**src/rtl/dmem_pkg.sv**
```systemverilog
// Shared types, size codes and bus-lane helpers for the MEM-stage data memory sequencer.
package dmem_pkg;

  typedef enum logic [1:0] {S_IDLE, S_BUSY, S_DONE} state_e;

  localparam logic [1:0] LS_B = 2'b00;
  localparam logic [1:0] LS_H = 2'b01;
  localparam logic [1:0] LS_W = 2'b10;

  localparam int TIMEOUT_W = 8;

  function automatic logic [3:0] byte_en(input logic [1:0] sz, input logic [1:0] a);
    case (sz)
      LS_B:    byte_en = 4'b0001 << a;
      LS_H:    byte_en = 4'b0011 << {a[1], 1'b0};
      default: byte_en = 4'hF;
    endcase
  endfunction

  // Narrow stores are replicated so every enabled lane carries the datum.
  function automatic logic [31:0] store_lanes(input logic [1:0] sz, input logic [31:0] d);
    case (sz)
      LS_B:    store_lanes = {4{d[7:0]}};
      LS_H:    store_lanes = {2{d[15:0]}};
      default: store_lanes = d;
    endcase
  endfunction

endpackage

```
**src/rtl/dmem_load_ext.sv**
```systemverilog
// Load lane select and sign/zero extension of the raw bus read word.
module dmem_load_ext
  import dmem_pkg::*;
(
  input  logic [31:0] i_rdata,
  input  logic [1:0]  i_lane,
  input  logic [2:0]  i_funct3,
  output logic [31:0] o_data
);

  logic [7:0]  w_b;
  logic [15:0] w_h;
  logic        w_sgn;

  always_comb begin
    case (i_lane)
      2'd0:    w_b = i_rdata[7:0];
      2'd1:    w_b = i_rdata[15:8];
      2'd2:    w_b = i_rdata[23:16];
      default: w_b = i_rdata[31:24];
    endcase
    w_h   = i_lane[1] ? i_rdata[31:16] : i_rdata[15:0];
    w_sgn = ~i_funct3[2];
    case (i_funct3[1:0])
      LS_B:    o_data = {{24{w_sgn & w_b[7]}}, w_b};
      LS_H:    o_data = {{16{w_sgn & w_h[15]}}, w_h};
      default: o_data = i_rdata;
    endcase
  end

endmodule

```
**src/rtl/dmem_access_ctrl.sv**
```systemverilog
// MEM-stage data memory sequencer: IDLE/BUSY/DONE req/ready handshake with pipeline hold.
// Optional BUSY watchdog enabled by defining DMEM_TIMEOUT_EN.
module dmem_access_ctrl
  import dmem_pkg::*;
#(
  parameter int TIMEOUT_CYC = 255
) (
  input  logic        clk,
  input  logic        rst,
  input  logic        mem_readM,
  input  logic        mem_writeM,
  input  logic [2:0]  funct3M,
  input  logic [31:0] addrM,
  input  logic [31:0] wdataM,
  output logic        bus_req,
  output logic        bus_we,
  output logic [31:0] bus_addr,
  output logic [31:0] bus_wdata,
  output logic [3:0]  bus_be,
  input  logic        bus_ready,
  input  logic [31:0] bus_rdata,
  output logic [31:0] read_data,
  output logic        hold,
  output logic        misalign,
  output logic        timeout
);

  state_e      r_state, w_next;
  logic        r_req, r_we, r_timeout;
  logic [31:0] r_addr, r_wdata, r_rdata;
  logic [3:0]  r_be;
  logic [2:0]  r_f3;
  logic [1:0]  r_lane;
  logic        w_access, w_abort, w_bad;
  logic [31:0] w_ext;

  always_comb begin
    case (funct3M[1:0])
      LS_H:    w_bad = addrM[0];
      LS_W:    w_bad = |addrM[1:0];
      LS_B:    w_bad = 1'b0;
      default: w_bad = 1'b1;
    endcase
  end

  assign misalign = (mem_readM | mem_writeM) & w_bad;
  assign w_access = (mem_readM | mem_writeM) & ~misalign;

`ifdef DMEM_TIMEOUT_EN
  logic [TIMEOUT_W-1:0] r_cnt;
  assign w_abort = (r_state == S_BUSY) & ~bus_ready & (r_cnt == TIMEOUT_W'(TIMEOUT_CYC - 1));
  always_ff @(posedge clk or posedge rst) begin
    if (rst)                                    r_cnt <= '0;
    else if (r_state == S_IDLE)                 r_cnt <= '0;
    else if (r_state == S_BUSY && !bus_ready)   r_cnt <= r_cnt + 1'b1;
  end
`else
  logic w_unused_cfg;
  assign w_unused_cfg = (TIMEOUT_CYC != 0);
  assign w_abort      = 1'b0;
`endif

  dmem_load_ext u_ext (
    .i_rdata  (bus_rdata),
    .i_lane   (r_lane),
    .i_funct3 (r_f3),
    .o_data   (w_ext)
  );

  always_comb begin
    w_next = r_state;
    case (r_state)
      S_IDLE:  if (w_access) w_next = S_BUSY;
      S_BUSY:  if (bus_ready || w_abort) w_next = S_DONE;
      default: w_next = S_IDLE;
    endcase
  end

  // Hold is forced low during reset so the pipeline is released with the bus.
  always_comb begin
    hold = 1'b0;
    if (!rst) begin
      case (r_state)
        S_IDLE:  hold = w_access;
        S_BUSY:  hold = 1'b1;
        default: hold = 1'b0;
      endcase
    end
  end

  always_ff @(posedge clk or posedge rst) begin
    if (rst) r_state <= S_IDLE;
    else     r_state <= w_next;
  end

  always_ff @(posedge clk or posedge rst) begin
    if (rst) begin
      r_req     <= 1'b0;
      r_we      <= 1'b0;
      r_addr    <= '0;
      r_wdata   <= '0;
      r_be      <= '0;
      r_rdata   <= '0;
      r_timeout <= 1'b0;
      r_f3      <= '0;
      r_lane    <= '0;
    end else begin
      case (r_state)
        S_IDLE: if (w_access) begin
          r_req   <= 1'b1;
          r_we    <= mem_writeM;
          r_addr  <= {addrM[31:2], 2'b00};
          r_be    <= byte_en(funct3M[1:0], addrM[1:0]);
          r_wdata <= store_lanes(funct3M[1:0], wdataM);
          r_f3    <= funct3M;
          r_lane  <= addrM[1:0];
        end
        S_BUSY: if (bus_ready) begin
          r_req   <= 1'b0;
          r_rdata <= r_we ? 32'h0 : w_ext;
        end else if (w_abort) begin
          r_req     <= 1'b0;
          r_rdata   <= 32'h0;
          r_timeout <= 1'b1;
        end
        default: r_timeout <= 1'b0;
      endcase
    end
  end

  assign bus_req   = r_req;
  assign bus_we    = r_we;
  assign bus_addr  = r_addr;
  assign bus_wdata = r_wdata;
  assign bus_be    = r_be;
  assign read_data = r_rdata;
  assign timeout   = r_timeout;

endmodule

```
**config.mk**
```make
export PLATFORM = sky130hd
export DESIGN_NAME = dmem_access_ctrl
export DESIGN_NICKNAME = d
export VERILOG_FILES = /design/src/rtl/dmem_pkg.sv /design/src/rtl/dmem_load_ext.sv /design/src/rtl/dmem_access_ctrl.sv
export SDC_FILE = /design/constraint.sdc
export NUM_CORES = 1
export LEC_CHECK = 0
export ABC_CLOCK_PERIOD_IN_PS = 7400
export BUFFER_PORTS_ARGS = -buffer_cell sky130_fd_sc_hd__buf_2
export CAP_MARGIN = 20
export CORE_UTILIZATION = 25
export CTS_CLUSTER_SIZE = 12
export DETAILED_ROUTE_END_ITERATION = 7
export PLACE_DENSITY = 0.58
export REMOVE_ABC_BUFFERS = 1
export SYNTH_ARGS = -nofsm -noshare
export SYNTH_HDL_FRONTEND = slang
export SYNTH_SLANG_ARGS = --single-unit
```
**constraint.sdc**
```tcl
create_clock -name clk -period 7.4 [get_ports clk]
set_input_delay 1.11 -clock clk [delete_from_list [all_inputs] [get_ports clk]]
set_output_delay 1.11 -clock clk [all_outputs]
set_load 0.02 [all_outputs]
```
**Yosys cells after proc, flatten, opt, wreduce, memory -nomap -nowiden**

Index checks and enable logic that the tools add are counted.

- Register bits: 107
- Word-level logic and storage cells: 51
- Output and inout port bits: 105

- Multiplexer cells: 15
- Shifts and indexed selects: 2
- Reduce and logical (&&, ||, !) cells: 10
- Equality and inequality tests: 8
- Bitwise logic cells: 7

Operators with widths:

| operator | count |
|---|---|
| one-hot mux 32 bit (2 select lines) | 2 |
| two-way mux 32 bit | 1 |
| one-hot mux 8 bit (3 select lines) | 1 |
| two-way mux 16 bit | 1 |
| == test 2 x 1 -> 1 bit (second input constant) | 4 |
| logical NOT 2 bit | 4 |
| one-hot mux 4 bit (2 select lines) | 1 |
| AND reduction 2 bit | 3 |
| bitwise AND 1 bit | 4 |
| == test 2 bit (second input constant) | 2 |
| two-way mux 2 bit | 2 |
| != test 2 bit (second input constant) | 2 |
| one-hot mux 1 bit (2 select lines) | 2 |
| one-hot mux 2 bit (2 select lines) | 1 |
| left shift 1 x 2 -> 4 bit (first input constant) | 1 |
| left shift 2 x 2 -> 4 bit (first input constant) | 1 |
| two-way mux 1 bit | 3 |
| one-hot mux 1 bit (3 select lines) | 1 |
| AND reduction 3 bit | 1 |
| inverter 1 bit | 2 |
| nonzero test 2 bit | 1 |
| OR reduction 2 bit | 1 |
| bitwise OR 1 bit | 1 |

**Depth between registers and ports, before layout**

- Word-level depth: 7
- Mapped depth: 7
- Mapped depth without buffers: 5

**Modules after synthesis**

Synthesis repeated with hierarchy kept, for this count alone.

- Cell total of the unflattened synthesis: 505
- Area total of the unflattened synthesis: 5730.5 um^2

Modules (own cells, without submodules):

| module | cells an instance | area each (um^2) | times used |
|---|---|---|---|
| dmem_access_ctrl | 390 | 4884.7 | 1 |
| dmem_load_ext | 115 | 845.8 | 1 |

**Worst setup path after synthesis**

OpenSTA, ideal clock, no wires.

- Kind: input -> output
- Start point: input port addrM[1]
- End point: output port hold
- Path slack: 3.736 ns
- Cell stages on the path: 7
- Data arrival time: 2.554 ns
- Path through: buf_6 -> o21a_1 -> o22ai_2 -> nand2_1 -> buf_6 -> buf_6 -> a211oi_1

- Cells in the longest elaborated chain, start to end: 7

Ends and longest elaborated chain:

| item | line | text |
|---|---|---|
| start: declaration | dmem_access_ctrl.sv:13 | `input logic [31:0] addrM,` |
| OR reduction 2 bit | dmem_access_ctrl.sv:40 | `LS_W: w_bad = \|addrM[1:0];` |
| one-hot mux 1 bit (3 select lines) | dmem_access_ctrl.sv:38 | `case (funct3M[1:0])` |
| bitwise AND 1 bit | dmem_access_ctrl.sv:46 | `assign misalign = (mem_readM \| mem_writeM) & w_bad;` |
| inverter 1 bit | dmem_access_ctrl.sv:47 | `assign w_access = (mem_readM \| mem_writeM) & ~misalign;` |
| bitwise AND 1 bit | dmem_access_ctrl.sv:47 |  |
| one-hot mux 1 bit (2 select lines) | dmem_access_ctrl.sv:83 | `case (r_state)` |
| two-way mux 1 bit | dmem_access_ctrl.sv:82 | `if (!rst) begin` |
| end: declaration | dmem_access_ctrl.sv:23 | `output logic hold,` |

No other way between the ends.

**Final worst setup path**

- Start point: input port funct3M[0]
- End point: output port hold

- Cells in the longest elaborated chain, start to end: 7

Ends and longest elaborated chain:

| item | line | text |
|---|---|---|
| start: declaration | dmem_access_ctrl.sv:12 | `input logic [2:0] funct3M,` |
| == test 2 bit (tied with other cells) | dmem_access_ctrl.sv:38 |  |
| one-hot mux 1 bit (3 select lines) (*) | dmem_access_ctrl.sv:38 |  |
| bitwise AND 1 bit (*) | dmem_access_ctrl.sv:46 |  |
| inverter 1 bit (*) | dmem_access_ctrl.sv:47 |  |
| bitwise AND 1 bit (*) | dmem_access_ctrl.sv:47 |  |
| one-hot mux 1 bit (2 select lines) (*) | dmem_access_ctrl.sv:83 |  |
| two-way mux 1 bit (*) | dmem_access_ctrl.sv:82 |  |

Every way passes the cells marked *; elsewhere a longest branch is shown, timed or not.

==> metrics.md <==
| Metric | Value |
|---|---|
| Yosys reg bits | `about 110` |
| Final worst-path setup slack | `approximately 3200 ps` |
| Max transition margin | `0.3597` |
| Layout fillers | `roughly 2100` |
| DR DRC count | `0` |
| GPL Wtd Cong | `approximately 0.8` |
| Worst Path Class, Setup | `in -> out` |
| Post-Synth Adder-Cell Area | `0` |
| Final nets | `around 750` |
| # Post-CTS Setup Buffers | `0` |
| Clock skew | `between 5 and 6 ps` |
| Post-Place Cells | `about 900` |
| Pleak | `~3.4 nW` |
| Die ar. | `around 22000 µm²` |
| Post-layout min period | `~4200 ps` |
| Final Total Pwr | `2.731 mW` |
| Syn-to-layout area delta | `29.30%` |
| Worst IR drop on VDD | `between 0.1 and 0.15 mV` |
| Synth Instances | `roughly 460` |
| XOR/XNOR share of the synthesized area | `0.001654` |
| Top routing layer in use | `met5` |
| Hold Crit Class | `reg -> reg` |
| Post-CTS resize count | `0` |
| Global-route wire length before repair | `about 24000 µm` |
| Setup violations, final | `0` |
| Worst slack, placed | `between 3000 and 4000 ps` |
| Drt wl/cell | `around 16 µm` |
| Final period utilization | `0.5647` |
| Post-route ant nets | `0` |
| # Max-Cap Violations | `0` |
| Mapped cell area | `5295 µm²` |
| CTS HTree Levels | `3` |
| Netlist cell types | `between 40 and 50` |
| Maximum clock frequency | `0.2393 GHz` |
| Layout Utilization | `0.3341` |
| Internal | `1.618 mW` |
| Clock Sinks | `approximately 110` |
| Worst setup EP type | `primary output` |
| All-layer global routing usage | `0.1396` |
| CTS tree | `yes` |
| Post-Layout Inst Area | `approximately 7000 µm²` |
| Sequential share of the synthesized area | `0.5057` |
| Placed inst area | `between 6000 and 7000 µm²` |
| CP arrival | `3070 ps` |
| P per Cell Area | `about 400 nW/µm²` |
| RSZ-0062 raised after global routing | `no` |
| Setup_tns | `0 ps` |
| Largest net degree at the start of global routing | `69` |
| Clock buffer count from CTS | `9` |
| Post-synth EDFFs | `0` |
| Net switching power | `1.113 mW` |
| Met2 wirelength from detailed routing | `approximately 7000 µm` |
| Core area | `about 20000 µm²` |
| DR WL met3 | `between 1000 and 1500 µm` |
| Largest family of logic cells by synthesized area | `multiplexers` |
| Startpoint type of the worst setup path | `input port` |
| Die width | `between 100 and 150 µm` |
| Die height | `147.5 µm` |
| Vias in the first global route | `4243` |
| Worst-Margin Slew | `just under 1000 ps` |
| Via Count | `about 4300` |
| Clk pwr share | `0.186` |
| Initial antenna violation count | `1` |
| Async S/R FF share, synth | `1.000` |
| Primary FF master, synth | `dfrtp_1` |
| Fin cells | `around 920` |
| Clock Latency Late Sink | `350 ps` |
| Rows | `52` |
| Grt total ovfl | `0` |
| Cts hold-fix bufs | `0` |
| WP data required | `6290 ps` |
| Min Hold Slack | `approximately 490 ps` |
| Initial core utilization | `0.2584` |
| Combinational share of power | `0.446` |
| Met1 wire length | `around 6700 µm` |
| Complex-gate fraction of the synthesized area | `0.1340` |
| Synth Area in Simple Gates | `0.09121` |
| Pre-antenna DRT Iters | `5` |
| Fin. Hold Viols | `0` |
| First DRT Iteration DRCs | `between 200 and 250` |
| Post-Route WL | `about 15000 µm` |
| Layout cells sized above 1 | `0.4599` |
| Number of placed I/O pins | `between 200 and 250` |
| Warning count from the yosys run | `0` |
| Buffers on Ports | `~210` |
| Sw Ratio | `0.4076` |
| Clock tree root driver cell | `clkbuf_16` |
| Crit-path max FO | `56` |
| Multiplexer share of the synthesized area | `0.2164` |
| DP HPWL | `10530 µm` |
| Worst-path clk slew | `70 ps` |
| Outcome | `complete, no violations` |
| Syn_area_per_cell | `~12 µm²` |
| Deepest clock path buffer count | `2` |
| Share of power burned in registers | `0.369` |
| DR vias/cell | `between 4 and 5` |
| Pins Over Slew Limit | `0` |
Yosys cell counts (4+ instances only):
cell,instances,area [µm²]
buf_2,9,45.04
nand3_1,32,160.2
nor2b_1,9,56.30
buf_6,7,78.83
nand2_1,33,123.9
dfrtp_1,107,2678
mux2i_1,32,320.3
mux2_2,24,270.3
a22oi_1,6,45.04
nor2_1,5,18.77
a222oi_1,6,60.06
a31oi_1,15,93.84
nand2b_1,10,62.56
buf_4,4,30.03
a21oi_1,28,140.1
a221oi_1,8,70.07
clkbuf_1,20,75.07
mux2_4,37,555.5
a22o_1,7,61.31
o21ai_0,20,100.1
inv_1,8,30.03
cells in the final DEF, fill, tap and decap left out, types with 3 or more instances in the layout:
cell type	synthesis	final
a222oi_1	6	6
o21ai_0	20	20
mux2_2	24	24
a22o_1	7	7
dfrtp_1	107	107
a31oi_1	15	15
mux2_4	37	37
nand3_1	32	32
a221oi_1	8	8
nand2_1	33	32
buf_2	9	205
buf_4	4	10
a211oi_1	3	3
nand2b_1	10	10
mux2i_1	32	32
nor2_1	5	5
inv_1	8	7
nor2b_1	9	9
a21oi_1	28	28
a22oi_1	6	6
conb_1	1	3
clkbuf_16	0	9
flip-flops by register name (all words and copies together) (netlist names):
name,flops
bus_be,4
r_state,2
r_lane,2
r_f3,3
bus_we,1
bus_req,1
bus_addr,30
read_data,32
bus_wdata,32
layout make-up:
type                    instances  area (µm²)  share of cell area
diodes                          1       2.502           0.0003655
clock buffers                  10       239.0             0.03490
clock inverters                 6       73.82             0.01078
inverters                       8       32.53            0.004751
multi-input cells             301        2371              0.3463
flip-flops and latches        107        2678              0.3911
well taps                     270       337.8             0.04934
repair buffers                216        1112              0.1625
final timing paths:
| path | from | depth (start not counted) | endpoint | slack (ps) |
|---|---|---|---|---|
| worst max register to register | r_lane[1]$_DFFE_PP0P_ | 5 | read_data[19]$_DFFE_PP0P_ | 5140 |
| min in group asynchronous | rst | 2 | bus_wdata[8]$_DFFE_PP0P_ | 800 |
| max in group asynchronous | rst | 3 | read_data[2]$_DFFE_PP0P_ | 5290 |
| worst max-delay path | funct3M[0] | 7 | hold | 3220 |
| worst min-delay path | read_data[17]$_DFFE_PP0P_ | 2 | read_data[17]$_DFFE_PP0P_ | 490 |
| worst min register to register | read_data[17]$_DFFE_PP0P_ | 2 | read_data[17]$_DFFE_PP0P_ | 490 |
power by group through the flow:
stage,combinational [mW],clock (mW),sequential (mW)
final,1.22,0.507,1.01
after global routing,1.31,0.549,1.05
after CTS,1.23,0.530,1.01
after detailed placement,1.24,0,1.01
after global placement,1.22,0,1.01
after floorplan,0.496,0,1.30
critical path, stage by stage:
cell,delay [ps]
buf_2,440
o21a_1,220
o22ai_2,100
nand2_4,90
buf_4,720
a211oi_1,170
buf_2,200
metal layers:
metal	up-vias	GRT usage
met5	-	0
met4	2	0.03763
met3	13	0.04506
met2	174	0.2307
met1	2071	0.1744
li1	2035	-
kinds of logic after synthesis:
logic type	Yosys count
muxes	93
xor gates and xnor gates	1
DFF	107
and+or+nand+nor	98
AOI/OAI and AO/OA	106
other	1
buffers and inverters	50
Note: power is estimated with default switching activity, not from simulation.
